==> src/rtl/uart_core_if.sv <==
// Bus-side handshake bundle for uart_core: TX word input, RX word output
// and the receive status flags. The core connects through the slave modport;
// the peripheral register file (or a bench) drives the master side.
interface uart_core_if #(
  parameter int DATA_BITS = 8
);
  logic [DATA_BITS-1:0] tx_data;
  logic                 tx_valid;
  logic                 tx_ready;
  logic [DATA_BITS-1:0] rx_data;
  logic                 rx_valid;
  logic                 rx_ready;
  logic                 frame_err;
  logic                 parity_err;
  logic                 overrun;

  modport slave (
    input  tx_data, tx_valid, rx_ready,
    output tx_ready, rx_data, rx_valid, frame_err, parity_err, overrun
  );

  modport master (
    output tx_data, tx_valid, rx_ready,
    input  tx_ready, rx_data, rx_valid, frame_err, parity_err, overrun
  );
endinterface

==> src/rtl/uart_core.sv <==
// Full-duplex UART core: configurable data width, parity and stop bits,
// clock-exact transmitter, 16x-style oversampled receiver with 3-sample
// majority voting, framing/parity/overrun reporting, valid/ready on both sides.
module uart_core #(
  parameter int CLK_GEN    = 12000000,
  parameter int BAUD       = 115200,
  parameter int DATA_BITS  = 8,
  parameter int PARITY     = 0,
  parameter int STOP_BITS  = 1,
  parameter int OVERSAMPLE = 16
) (
  input  logic       clk,
  input  logic       rst_n,
  uart_core_if.slave bus,
  output logic       tx,
  input  logic       rx
);
  localparam int OS_DIV_RAW = CLK_GEN / (BAUD * OVERSAMPLE);
  localparam int OS_DIV     = (OS_DIV_RAW < 1) ? 1 : OS_DIV_RAW;
  localparam int T          = OVERSAMPLE * OS_DIV;
  localparam int DW         = (OS_DIV > 1) ? $clog2(OS_DIV) : 1;
  localparam int TW         = (T > 1) ? $clog2(T) : 1;
  localparam int SW         = $clog2(OVERSAMPLE);
  localparam int IW         = 4;

  // Parity bit that accompanies a data word (odd or even over all data bits)
  function automatic logic parity_of(input logic [DATA_BITS-1:0] d);
    return (PARITY == 1) ? ~(^d) : (^d);
  endfunction

  // ---------------- oversample tick generator ----------------
  logic [DW-1:0] div_q, div_d;
  logic          os_tick;

  // Free-running divider: one os_tick every OS_DIV clocks
  always_comb begin
    os_tick = (div_q == DW'(OS_DIV - 1));
    div_d   = os_tick ? '0 : div_q + 1'b1;
  end

  // Divider register
  always_ff @(posedge clk or negedge rst_n) begin
    if (!rst_n) div_q <= '0;
    else        div_q <= div_d;
  end

  // ---------------- transmitter ----------------
  // TX counts raw clocks per bit (not os_ticks) so every bit is exactly T
  // clocks long regardless of where the word was accepted.
  typedef enum logic [2:0] {TX_IDLE, TX_START, TX_DATA, TX_PAR, TX_STOP} tx_state_t;
  tx_state_t            txs_q, txs_d;
  logic [TW-1:0]        tclk_q, tclk_d;
  logic [IW-1:0]        tidx_q, tidx_d;
  logic [DATA_BITS-1:0] tsh_q, tsh_d;
  logic                 tpar_q, tpar_d;
  logic                 tx_q, tx_d;
  logic                 tbit_end;

  // TX next-state: tx_d is computed alongside the state so the line is registered
  always_comb begin
    txs_d    = txs_q;
    tclk_d   = tclk_q;
    tidx_d   = tidx_q;
    tsh_d    = tsh_q;
    tpar_d   = tpar_q;
    tx_d     = tx_q;
    tbit_end = (tclk_q == TW'(T - 1));
    if (txs_q != TX_IDLE) tclk_d = tbit_end ? '0 : tclk_q + 1'b1;
    unique case (txs_q)
      TX_IDLE: begin
        if (bus.tx_valid) begin
          txs_d  = TX_START;
          tclk_d = '0;
          tidx_d = '0;
          tsh_d  = bus.tx_data;
          tpar_d = parity_of(bus.tx_data);
          tx_d   = 1'b0;
        end
      end
      TX_START: begin
        if (tbit_end) begin
          txs_d = TX_DATA;
          tx_d  = tsh_q[0];
        end
      end
      TX_DATA: begin
        if (tbit_end) begin
          if (tidx_q == IW'(DATA_BITS - 1)) begin
            tidx_d = '0;
            if (PARITY != 0) begin
              txs_d = TX_PAR;
              tx_d  = tpar_q;
            end else begin
              txs_d = TX_STOP;
              tx_d  = 1'b1;
            end
          end else begin
            tidx_d = tidx_q + 1'b1;
            tsh_d  = tsh_q >> 1;
            tx_d   = tsh_q[1];
          end
        end
      end
      TX_PAR: begin
        if (tbit_end) begin
          txs_d  = TX_STOP;
          tidx_d = '0;
          tx_d   = 1'b1;
        end
      end
      TX_STOP: begin
        if (tbit_end) begin
          if (tidx_q == IW'(STOP_BITS - 1)) begin
            txs_d  = TX_IDLE;
            tidx_d = '0;
          end else begin
            tidx_d = tidx_q + 1'b1;
          end
        end
      end
      default: txs_d = TX_IDLE;
    endcase
  end

  // TX state and line registers; reset forces the line idle-high at once
  always_ff @(posedge clk or negedge rst_n) begin
    if (!rst_n) begin
      txs_q  <= TX_IDLE;
      tclk_q <= '0;
      tidx_q <= '0;
      tsh_q  <= '0;
      tpar_q <= 1'b0;
      tx_q   <= 1'b1;
    end else begin
      txs_q  <= txs_d;
      tclk_q <= tclk_d;
      tidx_q <= tidx_d;
      tsh_q  <= tsh_d;
      tpar_q <= tpar_d;
      tx_q   <= tx_d;
    end
  end

  assign tx           = tx_q;
  assign bus.tx_ready = (txs_q == TX_IDLE);

  // ---------------- receiver ----------------
  logic rx_s1_q, rx_s2_q, rx_prev_q;

  // Two-flop synchroniser plus a delayed copy for falling-edge detection
  always_ff @(posedge clk or negedge rst_n) begin
    if (!rst_n) begin
      rx_s1_q   <= 1'b1;
      rx_s2_q   <= 1'b1;
      rx_prev_q <= 1'b1;
    end else begin
      rx_s1_q   <= rx;
      rx_s2_q   <= rx_s1_q;
      rx_prev_q <= rx_s2_q;
    end
  end

  typedef enum logic [2:0] {RX_IDLE, RX_START, RX_DATA, RX_PAR, RX_STOP} rx_state_t;
  rx_state_t            rxs_q, rxs_d;
  logic [SW-1:0]        samp_q, samp_d;
  logic [IW-1:0]        ridx_q, ridx_d;
  logic [DATA_BITS-1:0] rsh_q, rsh_d;
  logic [1:0]           vote_q, vote_d;
  logic                 rpar_q, rpar_d;
  logic                 maj, at_v0, at_mid, at_v2, at_end;
  logic                 done, done_fe, done_pe;

  // RX next-state: samp_q is the index of the sample taken at the next tick;
  // a bit's value is decided at sample OVERSAMPLE/2+1 from three votes
  always_comb begin
    rxs_d   = rxs_q;
    samp_d  = samp_q;
    ridx_d  = ridx_q;
    rsh_d   = rsh_q;
    vote_d  = vote_q;
    rpar_d  = rpar_q;
    done    = 1'b0;
    done_fe = 1'b0;
    done_pe = 1'b0;
    maj     = (vote_q[0] & vote_q[1]) | (vote_q[0] & rx_s2_q) | (vote_q[1] & rx_s2_q);
    at_v0   = os_tick && (samp_q == SW'(OVERSAMPLE/2 - 1));
    at_mid  = os_tick && (samp_q == SW'(OVERSAMPLE/2));
    at_v2   = os_tick && (samp_q == SW'(OVERSAMPLE/2 + 1));
    at_end  = os_tick && (samp_q == SW'(OVERSAMPLE - 1));
    if (rxs_q != RX_IDLE && os_tick) samp_d = at_end ? '0 : samp_q + 1'b1;
    if (at_v0)  vote_d[0] = rx_s2_q;
    if (at_mid) vote_d[1] = rx_s2_q;
    unique case (rxs_q)
      RX_IDLE: begin
        // Needs a real high-to-low transition, so a break cannot retrigger
        if (rx_prev_q && !rx_s2_q) begin
          rxs_d  = RX_START;
          samp_d = SW'(1);
          ridx_d = '0;
        end
      end
      RX_START: begin
        if (at_mid && rx_s2_q) begin
          rxs_d  = RX_IDLE;
          samp_d = '0;
        end else if (at_end) begin
          rxs_d = RX_DATA;
        end
      end
      RX_DATA: begin
        if (at_v2) rsh_d = {maj, rsh_q[DATA_BITS-1:1]};
        if (at_end) begin
          if (ridx_q == IW'(DATA_BITS - 1)) begin
            ridx_d = '0;
            rxs_d  = (PARITY != 0) ? RX_PAR : RX_STOP;
          end else begin
            ridx_d = ridx_q + 1'b1;
          end
        end
      end
      RX_PAR: begin
        if (at_v2)  rpar_d = maj;
        if (at_end) rxs_d  = RX_STOP;
      end
      RX_STOP: begin
        // Leave right after the first stop bit's vote to resync on the next start
        if (at_v2) begin
          done    = 1'b1;
          done_fe = ~maj;
          done_pe = (PARITY == 1) ? ~(^rsh_q ^ rpar_q) :
                    (PARITY == 2) ?  (^rsh_q ^ rpar_q) : 1'b0;
          rxs_d   = RX_IDLE;
          samp_d  = '0;
        end
      end
      default: rxs_d = RX_IDLE;
    endcase
  end

  // RX state registers
  always_ff @(posedge clk or negedge rst_n) begin
    if (!rst_n) begin
      rxs_q  <= RX_IDLE;
      samp_q <= '0;
      ridx_q <= '0;
      rsh_q  <= '0;
      vote_q <= '0;
      rpar_q <= 1'b0;
    end else begin
      rxs_q  <= rxs_d;
      samp_q <= samp_d;
      ridx_q <= ridx_d;
      rsh_q  <= rsh_d;
      vote_q <= vote_d;
      rpar_q <= rpar_d;
    end
  end

  logic [DATA_BITS-1:0] rxd_q, rxd_d;
  logic                 vld_q, vld_d, fe_q, fe_d, pe_q, pe_d, ovr_q, ovr_d;
  logic                 consume;

  // Output holding register: load when empty or being consumed, else flag overrun
  always_comb begin
    rxd_d   = rxd_q;
    vld_d   = vld_q;
    fe_d    = fe_q;
    pe_d    = pe_q;
    ovr_d   = 1'b0;
    consume = vld_q && bus.rx_ready;
    if (done) begin
      if (!vld_q || consume) begin
        rxd_d = rsh_q;
        fe_d  = done_fe;
        pe_d  = done_pe;
        vld_d = 1'b1;
      end else begin
        ovr_d = 1'b1;
      end
    end else if (consume) begin
      vld_d = 1'b0;
    end
  end

  // Output holding registers
  always_ff @(posedge clk or negedge rst_n) begin
    if (!rst_n) begin
      rxd_q <= '0;
      vld_q <= 1'b0;
      fe_q  <= 1'b0;
      pe_q  <= 1'b0;
      ovr_q <= 1'b0;
    end else begin
      rxd_q <= rxd_d;
      vld_q <= vld_d;
      fe_q  <= fe_d;
      pe_q  <= pe_d;
      ovr_q <= ovr_d;
    end
  end

  assign bus.rx_data    = rxd_q;
  assign bus.rx_valid   = vld_q;
  assign bus.frame_err  = fe_q;
  assign bus.parity_err = pe_q;
  assign bus.overrun    = ovr_q;
endmodule

==> src/flat_wrapper.sv <==
// flat-port wrapper written by rule: the top's interface ports become plain ports
module uart_core_flat 
#(
  parameter int CLK_GEN    = 12000000,
  parameter int BAUD       = 115200,
  parameter int DATA_BITS  = 8,
  parameter int PARITY     = 0,
  parameter int STOP_BITS  = 1,
  parameter int OVERSAMPLE = 16
)
  (clk, rst_n, tx, rx, bus_tx_data, bus_tx_valid, bus_rx_ready, bus_tx_ready, bus_rx_data, bus_rx_valid, bus_frame_err, bus_parity_err, bus_overrun);
  uart_core_if #(.DATA_BITS(DATA_BITS)) bus_i ();
  input  logic clk;
  input  logic rst_n;
  output logic tx;
  input  logic rx;
  input wire logic [$bits(bus_i.tx_data)-1:0] bus_tx_data;
  input wire logic [$bits(bus_i.tx_valid)-1:0] bus_tx_valid;
  input wire logic [$bits(bus_i.rx_ready)-1:0] bus_rx_ready;
  output wire logic [$bits(bus_i.tx_ready)-1:0] bus_tx_ready;
  output wire logic [$bits(bus_i.rx_data)-1:0] bus_rx_data;
  output wire logic [$bits(bus_i.rx_valid)-1:0] bus_rx_valid;
  output wire logic [$bits(bus_i.frame_err)-1:0] bus_frame_err;
  output wire logic [$bits(bus_i.parity_err)-1:0] bus_parity_err;
  output wire logic [$bits(bus_i.overrun)-1:0] bus_overrun;
  assign bus_i.tx_data = bus_tx_data;
  assign bus_i.tx_valid = bus_tx_valid;
  assign bus_i.rx_ready = bus_rx_ready;
  assign bus_tx_ready = bus_i.tx_ready;
  assign bus_rx_data = bus_i.rx_data;
  assign bus_rx_valid = bus_i.rx_valid;
  assign bus_frame_err = bus_i.frame_err;
  assign bus_parity_err = bus_i.parity_err;
  assign bus_overrun = bus_i.overrun;
  uart_core #(.CLK_GEN(CLK_GEN), .BAUD(BAUD), .DATA_BITS(DATA_BITS), .PARITY(PARITY), .STOP_BITS(STOP_BITS), .OVERSAMPLE(OVERSAMPLE)) u_core (.clk(clk), .rst_n(rst_n), .bus(bus_i), .tx(tx), .rx(rx));
endmodule
==> config.mk <==
export PLATFORM = sky130hd
export DESIGN_NAME = uart_core_flat
export DESIGN_NICKNAME = d
export VERILOG_FILES = /design/src/rtl/uart_core_if.sv /design/src/rtl/uart_core.sv /design/src/flat_wrapper.sv
export SDC_FILE = /design/constraint.sdc
export NUM_CORES = 1
export LEC_CHECK = 0
export CORE_AREA = 2 2 76 78
export DETAILED_ROUTE_END_ITERATION = 8
export DIE_AREA = 0 0 78 80
export PLACE_DENSITY = 0.85
export SLEW_MARGIN = 20
export SYNTH_ARGS = -nofsm -noshare
export SYNTH_HDL_FRONTEND = slang
export SYNTH_SLANG_ARGS = --single-unit
==> constraint.sdc <==
create_clock -name clk -period 2.82 [get_ports clk]
set_input_delay 0.846 -clock clk [delete_from_list [all_inputs] [get_ports clk]]
set_output_delay 0.846 -clock clk [all_outputs]
set_load 0.005 [all_outputs]
==> results of run 1 <==
[worst paths after layout]
| kind | start | endpoint | slack, ps | depth (start not counted) |
|---|---|---|---|---|
| max | u_core.txs_q[1] | bus_tx_ready | 90 | 3 |
| min | u_core.rx_s1_q | u_core.rx_s2_q | 360 | 0 |
| max reg2reg | u_core.tclk_q[0] | u_core.tsh_q[0] | 740 | 5 |
| min reg2reg | u_core.rx_s1_q | u_core.rx_s2_q | 360 | 0 |
| max in group asynchronous | rst_n | u_core.tsh_q[0] | 1670 | 2 |
| min in group asynchronous | rst_n | u_core.rsh_q[2] | 640 | 2 |
[final cells by class]
class / count / area, sq um / share of cell area
flip-flops and latches: 61 / 1530 / 0.424
multi-input cells: 202 / 1460 / 0.405
repair buffers: 30 / 283 / 0.0783
clock buffers: 9 / 124 / 0.0343
well taps: 72 / 90.1 / 0.0249
clock inverters: 7 / 76.3 / 0.0211
inverters: 9 / 46.3 / 0.0128
[stage by stage]
stage / area (sq um) / instances / worst slack, ps / hold WS [ps] / total power, mW
6_report: 3610 / 390 / 87.1 / 360 / 1.99
3_5_place_dp: 3410 / 374 / 292 / 352 / 1.23
2_1_floorplan: 3140 / 287 / 926 / 345 / 1.16
5_1_grt: 3610 / 390 / 9.46 / 361 / 2.09
4_1_cts: 3610 / 390 / 45.8 / 360 / 2.01
3_3_place_gp: 3410 / 374 / 304 / 347 / 1.22
[cells by family (layout without fill, tap and decap cells)]
group	count (synthesis)	count (layout)	synth area share
multiplexers	36	36	0.129
adder cells (fa/ha/maj)	8	8	0.0310
other	1	1	0.00119
AND/OR/NAND/NOR	103	103	0.181
XOR/XNOR	1	1	0.00279
AO/OA/AOI/OAI	53	53	0.121
buffers and inverters	24	55	0.0474
flip-flops	61	61	0.487
[sequential cells by signal, summed over array words and instances, names as in the netlist, 2 cells and up]
signal	count
u_core.txs_q	3
u_core.div_q	3
u_core.rxs_q	3
u_core.tsh_q	8
u_core.ridx_q	4
u_core.tclk_q	7
u_core.vote_q	2
u_core.rsh_q	8
u_core.samp_q	4
u_core.bus.rx_data	8
u_core.tidx_q	4
[report_power, final]
part / total (mW) / switching [mW] / internal [mW]
combinational: 0.206 / 0.113 / 0.0937
sequential: 1.01 / 0.0819 / 0.927
clock: 0.772 / 0.362 / 0.410
total: 1.99 / 0.556 / 1.43
[cell usage in the layout, fill, tap and decap left out, drive strengths merged, types with 3 or more instances in the layout]
master         instances
a21o                   3
a21oi                 12
a22o                   5
a31oi                  3
and2                   3
and3b                  3
buf                    6
clkbuf                 9
clkdlybuf4s50         24
clkinv                 5
dfrtp                 57
dfstp                  4
ha                     7
inv                    8
mux2                  35
nand2                 27
nand3                 14
nand3b                 6
nand4                  3
nor2                  20
nor2b                  6
nor3                   4
nor3b                  4
o21ai                 15
or3                    3
[worst reg2reg max path, delay by kind of cell, from the launching register on]
family,cells,cell delay (ps)
AO/OA/AOI/OAI,1,200
adder cells (fa/ha/maj),1,250
flip-flops,1,380
multiplexers,1,390
AND/OR/NAND/NOR,2,750
[metal layers]
| layer | up-vias | routed length, um | track usage | share of wire |
|---|---|---|---|---|
| met2 | 53 | 2730 | 0.329 | 0.50 |
| met3 | 11 | 262 | 0.0758 | 0.048 |
| met1 | 1080 | 2410 | 0.237 | 0.44 |
| met5 | - | 0 | 0 | 0 |
| met4 | 0 | 106 | 0.0789 | 0.019 |
| li1 | 1085 | - | - | - |
==> results.toml, run 1 <==
[place]
gp_congestion = 0.851
numPortBuffers = 25
dp_hpwl_um = 3850

[timing]
final-max-slew-violation-count = 0
rsz0062_at_grt = "no"
skew_ps = 10.8
post-route-min-period_ps = 2730
setup_violations = 0
relSlewSlack = 0.508
finalHoldViolations = 0
worst_pin_slew_ps = 738
tns_ps = 0
min_period_over_period = 0.969
fmax_mhz = 366

[yosys]
synth_most_common_cell = "dfrtp_1"
synth_cell_types = 58
synth_edf_count = 0
yosysWarningCount = 0
synthTopCellsByCount = "dfrtp_1, mux2_2, nand2_1"
synth.avg_cell_area_sq_um = 11.0
synthFlopType = "dfrtp_1"
async_reset_ff_frac = 1.00
netlist_area_sq_um = 3140
synth_top_area_cell = "dfrtp_1"
synthCells = 287
yosysTopAreaCellShare = 0.454
synth_nets = 307
synthTopCellsByArea = "dfrtp_1, mux2_2, dfstp_2"
ys_seq_area_frac = 0.487
ys_ff_latch = 61

[worst_setup_path]
max_stage_delay_ps = 550
critPathCaptureType = "output pin"
cp_top_family = "buffers and inverters"
critPathBufInv = 2
crit_required_ps = 1970
critPathSlowestCell = "or3_1"
path_max_fanout = 8
cp_data_arrival_time_ps = 1890
startpoint_type = "register"
crit_type = "reg -> out"
crit_chain = "or3_1 -> clkinv_8 -> clkdlybuf4s50_1"

[clocking]
path_clk_slew_ps = 70
cts.path.max_buffers = 2
cts.sinks = 61
hold_buffers = 0
cts_root_buf = "clkbuf_8"
clkLatencyLatePin_ps = 340
cts_buffers = 9
cts_resized = 0
cts_max_level = 3
postCtsSetupRepairBufs = 0
cts_tree = "yes"

[detailed_routing]
drtIter0Drc = 146
dr.pass1.iters = 4
vias = 2229
final_antenna_net_count = 0
post_drt_wl_per_cell_um = 14.1
via_per_inst = 5.72
drc = 0
drt-total-wl_um = 5510

[global_routing]
grt_pass1_wl_um = 9730
grt_use_total = 0.200
grt_pass1_vias = 2198
antenna_found_initial = 0
grt_start_max_net_pins = 62
overflow = 0

[die]
fp.dieH_um = 80
io_pins = 27
initial_core_util = 0.581
rows = 27
fp.dieW_um = 78
die_area_sq_um = 6240
core_area_sq_um = 5410

[power]
leakage_nw = 1.60
ir_drop_mv = 0.352
power_density_nw_per_um2 = 550

[finish]
area_growth_pct = 15.0
fin_util = 0.669
fin_nets = 333
drive_above_1_share = 0.223
nFillCells = 409
n_antenna_cell = 0

[run_status]
status = "finished clean"

[worst_hold_path]
hp-class = "reg -> reg"

[job]
drv_cap = 0
(Power assumes the default switching activity.)
==> run 2: changes to the inputs <==
--- a/config.mk
+++ b/config.mk
@@ -6,8 +6,10 @@
 export NUM_CORES = 1
 export LEC_CHECK = 0
 export CORE_AREA = 2 2 76 78
+export CTS_CLUSTER_SIZE = 8
 export DETAILED_ROUTE_END_ITERATION = 8
 export DIE_AREA = 0 0 78 80
+export GPL_TIMING_DRIVEN = 0
 export PLACE_DENSITY = 0.85
 export SLEW_MARGIN = 20
 export SYNTH_ARGS = -nofsm -noshare
==> run 2 against run 1 <==
Net effect:
- sequential share of layout area is 1.3 points lower
- critical endpoint unchanged
- die area stayed put
- cell count is 2.8% higher
- utilization is 2.0 points higher
- routed wire length is 7.6% higher
==> results.toml, run 2 (synthesis results as in run 1) <==
[worst_setup_path]
critPathCaptureType = "output pin"
path_max_fanout = 9
crit_type = "reg -> out"
r2r_cells = 6
reg2reg_slack_ps = 830
r2r_end = "u_core.tsh_q[6]"
startpoint_type = "register"
crit_end = "bus_tx_ready"
timing.rr.start = "u_core.tclk_q[0]"
startpoint = "u_core.txs_q[2]"
cp_data_arrival_time_ps = 1580
crit_required_ps = 1970

[finish]
final_cell_mix = "dfrtp_1, mux2_2, nand2_1"
fin_util = 0.689
final_common_cell = "dfrtp_1"
drive_above_1_share = 0.231
layoutNonFillerInstCount = 401
area_growth_pct = 18.5
n_antenna_cell = 0
fin_nets = 344

[global_routing]
grt_pass1_wl_um = 10100
grt_pass1_vias = 2218
grt_start_max_net_pins = 49
overflow = 0
antenna_found_initial = 0
grt_use_total = 0.208

[place]
dp_hpwl_um = 3990
gp_congestion = 0.828
dpl_worst_slack_ps = 281
numPortBuffers = 25
placed_cells = 385

[timing]
rsz0062_at_grt = "no"
min_period_over_period = 0.859
setup_violations = 0
fin_ws_ps = 397
tns_ps = 0
final-max-slew-violation-count = 0
fmax_mhz = 413
post-route-min-period_ps = 2420
finalHoldViolations = 0
skew_ps = 9.77

[detailed_routing]
wl_met3_um = 214
post_drt_wl_per_cell_um = 14.8
final_antenna_net_count = 0
wl_met1_um = 2640
dr.pass1.iters = 4
via_per_inst = 5.70
drt-total-wl_um = 5920
highest_layer = "met4"
drc = 0
wl_met2_um = 2990
drtIter0Drc = 127
vias = 2284

[clocking]
cts_buffers = 9
cts_root_buf = "clkbuf_8"
path_clk_slew_ps = 70
cts_tree = "yes"
cts_max_level = 3
clkLatencyLatePin_ps = 340
cts.path.max_buffers = 2
cts.sinks = 61
hold_buffers = 0

[job]
drv_cap = 0

[power]
leakage_nw = 1.68
ir_drop_mv = 0.385
power_density_nw_per_um2 = 556
power_mw = 2.07

[die]
initial_core_util = 0.581
rows = 27
io_pins = 27
fp.dieW_um = 78
fp.dieH_um = 80
die_area_sq_um = 6240
core_area_sq_um = 5410

[run_status]
status = "finished clean"

[worst_hold_path]
hp-class = "in -> async"
## run 2: cell count changes in the layout (fill, tap and decap cells not counted)
cell | previous run | this run
clkbuf_1 | 0 | 7
buf_6 | 0 | 4
buf_2 | 1 | 4
clkinv_4 | 3 | 0
buf_16 | 0 | 1
buf_4 | 5 | 4
bufinv_16 | 1 | 2
clkdlybuf4s50_1 | 24 | 23
clkinvlp_4 | 2 | 1
dlymetal6s2s_1 | 0 | 1
or3_1 | 2 | 1
or3_4 | 1 | 2
## run 2: stage by stage
stage	hold WS, ps	instance area, sq um
global placement	355	3480
finish	349	3720
global route	341	3720
CTS	344	3720
detailed placement	361	3510
floorplan	345	3140
## run 2: how the worst min path moves through the flow
stage / depth (start not counted) / slack [ps] / endpoint / startpoint
after floorplan: 0 / 350 / u_core.rx_s2_q / u_core.rx_s1_q
after global placement: 0 / 350 / u_core.rx_s2_q / u_core.rx_s1_q
after detailed placement: 0 / 360 / u_core.rx_s2_q / u_core.rx_s1_q
after CTS: 1 / 340 / u_core.rxs_q[1] / rst_n
after global routing: 1 / 340 / u_core.rxs_q[1] / rst_n
final: 1 / 350 / u_core.rxs_q[1] / rst_n
## run 2: final cells by class
type / instances / area [sq um]
Buffer: 15 / 103
Clock inverter: 4 / 72.6
Fill cell: 400 / 1680
Tap cell: 72 / 90.1
Multi-Input combinational cell: 202 / 1470
Inverter: 9 / 46.3
Sequential cell: 61 / 1530
Clock buffer: 12 / 135
Timing Repair Buffer: 26 / 278
## run 2: what timing repair did
action                                  CTS  global route
pin swaps                                 0             0
gates resized for setup                   1             1
endpoints found under the setup margin    1             1
setup buffers                             0             0
## run 2: report_power, final
part           internal, mW  leakage, nW  switching (mW)
registers             0.927        0.772          0.0452
logic                 0.108        0.809           0.155
clock network         0.497        0.101           0.337
total                  1.53         1.68           0.537
## run 2: metal layers
layer / up-vias / track usage
li1: 1108 / -
met1: 1122 / 0.263
met2: 45 / 0.337
met3: 9 / 0.0645
met4: 0 / 0.0772
met5: - / 0
## run 2: worst max-delay path, stage by stage, from the launching register on
cell and delay (ps):
dfrtp_1 380, buf_6 140, or3_4 370, buf_6 150
clkinv_8 60, dlymetal6s2s_1 120
